<file path="config.mk">
export PLATFORM = sky130hd
export DESIGN_NAME = dma_reader
export DESIGN_NICKNAME = d
export VERILOG_FILES = /design/src/rtl/dma_reader.sv
export SDC_FILE = /design/constraint.sdc
export NUM_CORES = 2
export LEC_CHECK = 0
export CAP_MARGIN = 5
export CELL_PAD_IN_SITES_DETAIL_PLACEMENT = 1
export CELL_PAD_IN_SITES_GLOBAL_PLACEMENT = 1
export CORE_MARGIN = 2
export CORE_UTILIZATION = 47
export DETAILED_ROUTE_END_ITERATION = 8
export GPL_TIMING_DRIVEN = 0
export PLACE_DENSITY = 0.79
export SLEW_MARGIN = 10
export SYNTH_ARGS = -nofsm -noshare
export SYNTH_HDL_FRONTEND = slang
export SYNTH_SLANG_ARGS = --single-unit
</file>
<file path="constraint.sdc">
create_clock -name aclk -period 4.46 [get_ports aclk]
set_clock_uncertainty 0.1 [all_clocks]
set_input_delay 0.892 -clock aclk [delete_from_list [all_inputs] [get_ports aclk]]
set_output_delay 0.892 -clock aclk [all_outputs]
set_load 0.005 [all_outputs]
</file>
<file path="src/rtl/dma_reader.sv">
// dma_reader: AXI3 read master that streams a contiguous block of 64-bit DDR words through an FWFT FIFO.
// Latency: arvalid rises two cycles after enable_i rises; a beat reaches data_o one cycle after its R handshake.
// Backpressure: a burst is requested only once the FIFO has unreserved room for all of it, so rready never stalls.
//
// Ports:
//   aclk, rst_n                      clock, asynchronous active-low reset
//   enable_i, base_addr_i,
//   num_beats_i                      run control: rising edge of enable_i in IDLE starts a run
//   m_axi_ar*                        AXI3 read-address channel (INCR, 8-byte beats)
//   m_axi_r*                         AXI3 read-data channel
//   data_o, data_valid_o,
//   data_ready_i                     FWFT word stream to the consumer
//   finished_o, dma_engaged_o,
//   error_o                          run status; error_o is sticky for the run

module dma_reader_fifo #(
  parameter int WIDTH = 64,
  parameter int DEPTH = 32
) (
  input  logic                       clk,
  input  logic                       rst_n,
  input  logic                       push,
  input  logic [WIDTH-1:0]           wdata,
  input  logic                       pop,
  output logic [WIDTH-1:0]           rdata,
  output logic [$clog2(DEPTH+1)-1:0] count,
  output logic                       empty
);
  localparam int AW = $clog2(DEPTH);
  localparam int CW = $clog2(DEPTH + 1);

  logic [WIDTH-1:0] mem [DEPTH];
  logic [AW-1:0]    wr_ptr;
  logic [AW-1:0]    rd_ptr;
  logic             full;
  logic             do_push;
  logic             do_pop;

  assign empty   = (count == '0);
  assign full    = (count == CW'(DEPTH));
  assign do_push = push & ~full;
  assign do_pop  = pop & ~empty;
  // Head word is read combinationally: first-word-fall-through.
  assign rdata   = mem[rd_ptr];

  always_ff @(posedge clk) begin
    if (do_push) mem[wr_ptr] <= wdata;
  end

  // DEPTH is a power of two, so the pointers wrap naturally.
  always_ff @(posedge clk or negedge rst_n) begin
    if (!rst_n) begin
      wr_ptr <= '0;
      rd_ptr <= '0;
      count  <= '0;
    end else begin
      if (do_push) wr_ptr <= wr_ptr + AW'(1);
      if (do_pop)  rd_ptr <= rd_ptr + AW'(1);
      case ({do_push, do_pop})
        2'b10:   count <= count + CW'(1);
        2'b01:   count <= count - CW'(1);
        default: ;
      endcase
    end
  end
endmodule

module dma_reader #(
  parameter int BURST_LEN      = 16,
  parameter int FIFO_DEPTH     = 32,
  parameter int BEAT_CNT_WIDTH = 20
) (
  input  logic                      aclk,
  input  logic                      rst_n,
  input  logic                      enable_i,
  input  logic [31:0]               base_addr_i,
  input  logic [BEAT_CNT_WIDTH-1:0] num_beats_i,
  output logic [31:0]               m_axi_araddr,
  output logic [3:0]                m_axi_arlen,
  output logic [2:0]                m_axi_arsize,
  output logic [1:0]                m_axi_arburst,
  output logic                      m_axi_arvalid,
  input  logic                      m_axi_arready,
  input  logic [63:0]               m_axi_rdata,
  input  logic [1:0]                m_axi_rresp,
  input  logic                      m_axi_rlast,
  input  logic                      m_axi_rvalid,
  output logic                      m_axi_rready,
  output logic [63:0]               data_o,
  output logic                      data_valid_o,
  input  logic                      data_ready_i,
  output logic                      finished_o,
  output logic                      dma_engaged_o,
  output logic                      error_o
);
  localparam int LW = $clog2(BURST_LEN + 1);
  localparam int CW = $clog2(FIFO_DEPTH + 1);
  localparam int BW = BEAT_CNT_WIDTH;

  typedef enum logic [2:0] {
    IDLE, WAIT_SPACE, ADDR, DATA, DRAIN, DONE
  } state_t;

  state_t        state;
  state_t        next_state;
  logic          en_q;
  logic          start;
  logic [31:0]   addr;
  logic [BW-1:0] remaining;
  logic [LW-1:0] len;
  logic [LW-1:0] beats;
  logic [CW-1:0] reserved;
  logic [LW-1:0] burst;
  logic [CW-1:0] avail;
  logic          space_ok;
  logic [CW-1:0] fifo_count;
  logic          fifo_empty;
  logic [63:0]   head;

  assign m_axi_arsize  = 3'd3;
  assign m_axi_arburst = 2'b01;
  assign m_axi_rready  = (state == DATA);
  assign dma_engaged_o = (state == WAIT_SPACE) || (state == ADDR) ||
                         (state == DATA) || (state == DRAIN);

  assign start    = enable_i & ~en_q;
  assign burst    = (remaining < BW'(BURST_LEN)) ? LW'(remaining) : LW'(BURST_LEN);
  // Room that is neither occupied nor promised to the burst in flight.
  assign avail    = CW'(FIFO_DEPTH) - fifo_count - reserved;
  assign space_ok = (avail >= CW'(burst));

  dma_reader_fifo #(.WIDTH(64), .DEPTH(FIFO_DEPTH)) u_fifo (
    .clk   (aclk),
    .rst_n (rst_n),
    .push  (m_axi_rready & m_axi_rvalid),
    .wdata (m_axi_rdata),
    .pop   (data_ready_i),
    .rdata (head),
    .count (fifo_count),
    .empty (fifo_empty)
  );

  assign data_valid_o = ~fifo_empty;
  // Memory contents are not reset; keep the output at zero while nothing is held.
  assign data_o       = fifo_empty ? 64'd0 : head;

  always_ff @(posedge aclk or negedge rst_n) begin
    if (!rst_n) state <= IDLE;
    else        state <= next_state;
  end

  always_comb begin
    next_state = state;
    case (state)
      IDLE:       if (start) next_state = (num_beats_i == '0) ? DONE : WAIT_SPACE;
      WAIT_SPACE: if (space_ok) next_state = ADDR;
      ADDR:       if (m_axi_arready) next_state = DATA;
      // remaining was already reduced at the AR handshake.
      DATA:       if (m_axi_rvalid && m_axi_rlast)
                    next_state = (remaining != '0) ? WAIT_SPACE : DRAIN;
      DRAIN:      if (fifo_empty) next_state = DONE;
      DONE:       if (!enable_i) next_state = IDLE;
      default:    next_state = IDLE;
    endcase
  end

  always_ff @(posedge aclk or negedge rst_n) begin
    if (!rst_n) begin
      en_q          <= 1'b0;
      finished_o    <= 1'b0;
      error_o       <= 1'b0;
      addr          <= '0;
      remaining     <= '0;
      len           <= '0;
      beats         <= '0;
      reserved      <= '0;
      m_axi_araddr  <= '0;
      m_axi_arlen   <= '0;
      m_axi_arvalid <= 1'b0;
    end else begin
      en_q       <= enable_i;
      finished_o <= (state == DONE);
      case (state)
        IDLE: begin
          if (start) begin
            addr      <= base_addr_i;
            remaining <= num_beats_i;
            error_o   <= 1'b0;
            reserved  <= '0;
          end
        end
        WAIT_SPACE: begin
          if (space_ok) begin
            m_axi_araddr  <= addr;
            m_axi_arlen   <= 4'(burst - LW'(1));
            m_axi_arvalid <= 1'b1;
            len           <= burst;
            beats         <= '0;
            reserved      <= reserved + CW'(burst);
          end
        end
        ADDR: begin
          if (m_axi_arready) begin
            m_axi_arvalid <= 1'b0;
            addr          <= addr + (32'(len) << 3);
            remaining     <= remaining - BW'(len);
          end
        end
        DATA: begin
          if (m_axi_rvalid) begin
            if (m_axi_rresp != 2'b00) error_o <= 1'b1;
            // A beat arriving after the issued length was already consumed.
            if (beats == len) error_o <= 1'b1;
            if (m_axi_rlast) begin
              if (beats + LW'(1) != len) error_o <= 1'b1;
              // Hand back this beat's slot plus any a short burst never used.
              reserved <= reserved - CW'(len - beats);
            end else if (beats != len) begin
              reserved <= reserved - CW'(1);
              beats    <= beats + LW'(1);
            end
          end
        end
        default: ;
      endcase
    end
  end
endmodule

</file>
==> run_results.csv <==
group,metric,value,unit
outcome,status,"finished with violations",
outcome,violations,"negative setup slack",
timing,rsz0062_at_grt,"true",
timing,slew_violations,0,
timing,min_period_over_period,107,%
die,die_h,430,um
layout,seqCellArea,0.0647,mm2
worst_setup_path,critical_path_class,"reg2out",
yosys,ys_types,73,
timing,setup_slack,-314,ps
yosys,ys_warn_count,0,
global_route,grt_max_degree,75,
timing,period_needed,4770,ps
drt,vias,50680,
worst_setup_path,cp-end-kind,"output pin",
layout,nNetsFinal,4818,
power_and_ir_drop,p_int,0.0471,W
timing,max_freq,209,MHz
timing,setup_viol,64,
global_route,grt_pass1_wl,410,mm
power_and_ir_drop,peakVddDrop,0.481,mV
min_path,hold_class,"reg2reg",
drt,drc,0,
clock_network,clk_latency,890,ps
layout,drive_gt1_share,34.4,%
layout,fill_cells,15169,
yosys,syn_area,0.0854,mm2
placed_design,place_congestion,0.853,
clock_network,cts_buffers,207,
global_route,gr-usage-all-layers,31.8,%
yosys,ys_async_sr_fraction,5.84,%
die,placeableCoreArea,0.181,mm2
die,num_rows,156,
drt,vias_per_cell,7.06,
power_and_ir_drop,p_switching,0.0245,W
die,initial_utilization,47.3,%
run,max_cap_violations,0,
clock_network,cts-root-buf,"clkbuf_16",
yosys,yosys-top-cells-area,"edfxtp_1, mux4_2, dfrtp_1",
worst_setup_path,reg2reg_slack,90,ps
drt,drtPass1Iterations,7,
placed_design,place_area,0.0933,mm2
global_route,grt_overflow,0,
global_route,grt_pass1_vias,49769,
worst_setup_path,endpoint,"data_o[40]",
clock_network,h-tree-depth,4,
power_and_ir_drop,p_leak,34.6,nW
clock_network,path_clk_slew,70,ps
drt,drt_iter0_drc,8681,
worst_setup_path,crit_path_start_kind,"flip-flop",
yosys,seq_area_frac_synth,75.7,%
power_and_ir_drop,sw_frac_of_total,34.3,%
placed_design,dp_hpwl,152,mm
yosys,netlist.top_cell.by_area,"edfxtp_1",
layout,multiInputGateArea,0.0201,mm2
yosys,synthCells,3821,
layout,area_growth,22.7,%
drt,ant_nets,0,
timing,hold_viol_final,0,
clock_network,clock_sinks,2175,
yosys,synth_top_cell_area_share,72.0,%
drt,routed_wl,313,mm
power_and_ir_drop,seqPwrFrac,33.8,%
power_and_ir_drop,p_comb_share,40.1,%
worst_setup_path,reg2regPathDepth,9,
drt,wl_per_cell,43.6,um
timing,slew_headroom,3.23,%
worst_setup_path,critPathLaunch,"u_fifo.rd_ptr[0]$_DFFE_PN0P_",
clock_network,clockBufferDepth,3,
die,io_pins,236,
yosys,synth_ff_type,"edfxtp_1",
layout,final_cell_mix,"edfxtp_1, mux4_2, clkbuf_16",
layout,mostFrequentLayoutCell,"edfxtp_1",
worst_setup_path,arrival,3780,ps
worst_setup_path,cp_max_fo,7,
worst_setup_path,rr_endpoint,"u_fifo.mem[19][48]$_DFFE_PP_",
yosys,syn_area_per_cell,22.4,um2
timing,max_slew.worst_pin.slew,1450,ps
power_and_ir_drop,clockPowerShare,26.1,%
yosys,ys_ff_latch,2175,
power_and_ir_drop,p_per_area,683,mW/mm2
power_and_ir_drop,p_total,0.0716,W
worst_setup_path,reg2reg_from,"state[1]$_DFFE_PN0P_",
global_route,antenna_found_initial,14,
yosys,synth-edff-count,2048,
die,die_w,430,um
clock_network,tritoncts,"done",
placed_design,port_buffers,229,
worst_setup_path,required,3470,ps
die,dieArea,0.185,mm2
layout,final_cell_area,0.105,mm2
[cells in the mapped netlist, types with 9 or more instances]
cell type and count:
inv_1 52, ha_1 52, nand4_1 13, xnor2_1 23, a31oi_1 13, fa_1 10, a2bb2oi_1 9, nor2_1 82
edfxtp_1 2048, mux2_2 32, a22o_1 68, o21ai_0 55, nor4_1 12, a211oi_1 11, nor3_1 20, o22ai_1 15
o22a_1 9, mux4_2 640, a21oi_1 74, and3_1 10, a21o_1 15, nand2_1 73, buf_4 13, dfrtp_1 127
clkbuf_1 113, nand3_1 25, xor2_1 15, buf_1 22, buf_2 53
[registers in the layout, indices dropped and copies added (netlist names)]
register,cells
m_axi_arlen,4
finished_o,1
reserved,6
u_fifo.count,6
u_fifo.rd_ptr,5
len,5
error_o,1
remaining,20
m_axi_arvalid,1
en_q,1
state,3
m_axi_araddr,32
u_fifo.mem,2048
beats,5
u_fifo.wr_ptr,5
addr,32
[repair_timing]
item / CTS / global route
cloned: 18 / 12
hold endpoints to repair: 20 / 0
resized for setup: 716 / 137
setup endpoints to repair: 457 / 473
hold buffers: 1 / 0
buffers inserted: 169 / 90
pin swaps: 63 / 36
[final cells by class]
type	count	area share [%]
multi-input combinational	1388	19.2
clock buffer	247	5.14
antenna	6	0.0143
inverter	53	0.190
clock inverter	138	1.26
buffer	196	1.95
sequential	2175	61.7
timing repair buffer	610	7.75
tap	2370	2.83
[power groups by stage]
stage	Sequential, W	Combinational (W)	Clock, W
after floorplan	0.0243	0.0132	0
after global placement	0.0245	0.0209	0
after detailed placement	0.0245	0.0218	0
after CTS	0.0241	0.0260	0.0179
after global routing	0.0243	0.0293	0.0192
final	0.0242	0.0287	0.0187
[critical path, stage by stage, from the launching register on]
cell and delay [ps]:
dfrtp_1 440, buf_12 170, buf_8 120, buf_16 190, buf_12 130, buf_12 110
buf_12 130, mux4_2 570, mux4_2 580, a22o_1 290, buf_2 140
[metrics by stage]
step / util, % / hold WS [ps] / setup slack [ps] / std cells / TNS [ps]
2_1_floorplan: - / 335 / -657 / 3824 / -1314790
3_3_place_gp: 50.2 / 352 / -5600 / 6423 / -
3_5_place_dp: 51.6 / 377 / -952 / 6525 / -571660
4_1_cts: 57.4 / 391 / -312 / 7097 / -10010
5_1_grt: 58.0 / 421 / -307 / 7179 / -14020
6_report: 58.0 / 383 / -314 / 7183 / -14080
[how the worst min path moves through the flow]
stage,startpoint,depth (start not counted),slack (ps),end
after floorplan,addr[0]$_DFFE_PN0P_,2,330,addr[0]$_DFFE_PN0P_
after global placement,addr[1]$_DFFE_PN0P_,2,350,addr[1]$_DFFE_PN0P_
after detailed placement,addr[0]$_DFFE_PN0P_,2,380,addr[0]$_DFFE_PN0P_
after CTS,addr[0]$_DFFE_PN0P_,2,390,addr[0]$_DFFE_PN0P_
after global routing,m_axi_arlen[2]$_DFFE_PN0P_,2,420,m_axi_arlen[2]$_DFFE_PN0P_
final,addr[0]$_DFFE_PN0P_,2,380,addr[0]$_DFFE_PN0P_
[layer usage]
metal  up-vias  GRT usage, %  routed length (um)
met5         -             0                  44
met4         8          15.6               20400
met3      1052          6.14               36500
met2      5392          52.5              153000
met1     26357          40.7              103000
li1      17871             -                   -
[logic make-up after synthesis]
| group | count (synthesis) | share of synthesized area, % |
|---|---|---|
| AO/OA/AOI/OAI | 322 | 2.59 |
| buffers and inverters | 261 | 1.35 |
| adder cells (fa/ha/maj) | 62 | 0.996 |
| multiplexers | 675 | 17.3 |
| AND/OR/NAND/NOR | 286 | 1.65 |
| flip-flops | 2175 | 75.7 |
| other | 2 | 0.00879 |
| XOR/XNOR | 38 | 0.390 |
No activity file was read; power rests on OpenSTA's default activity.
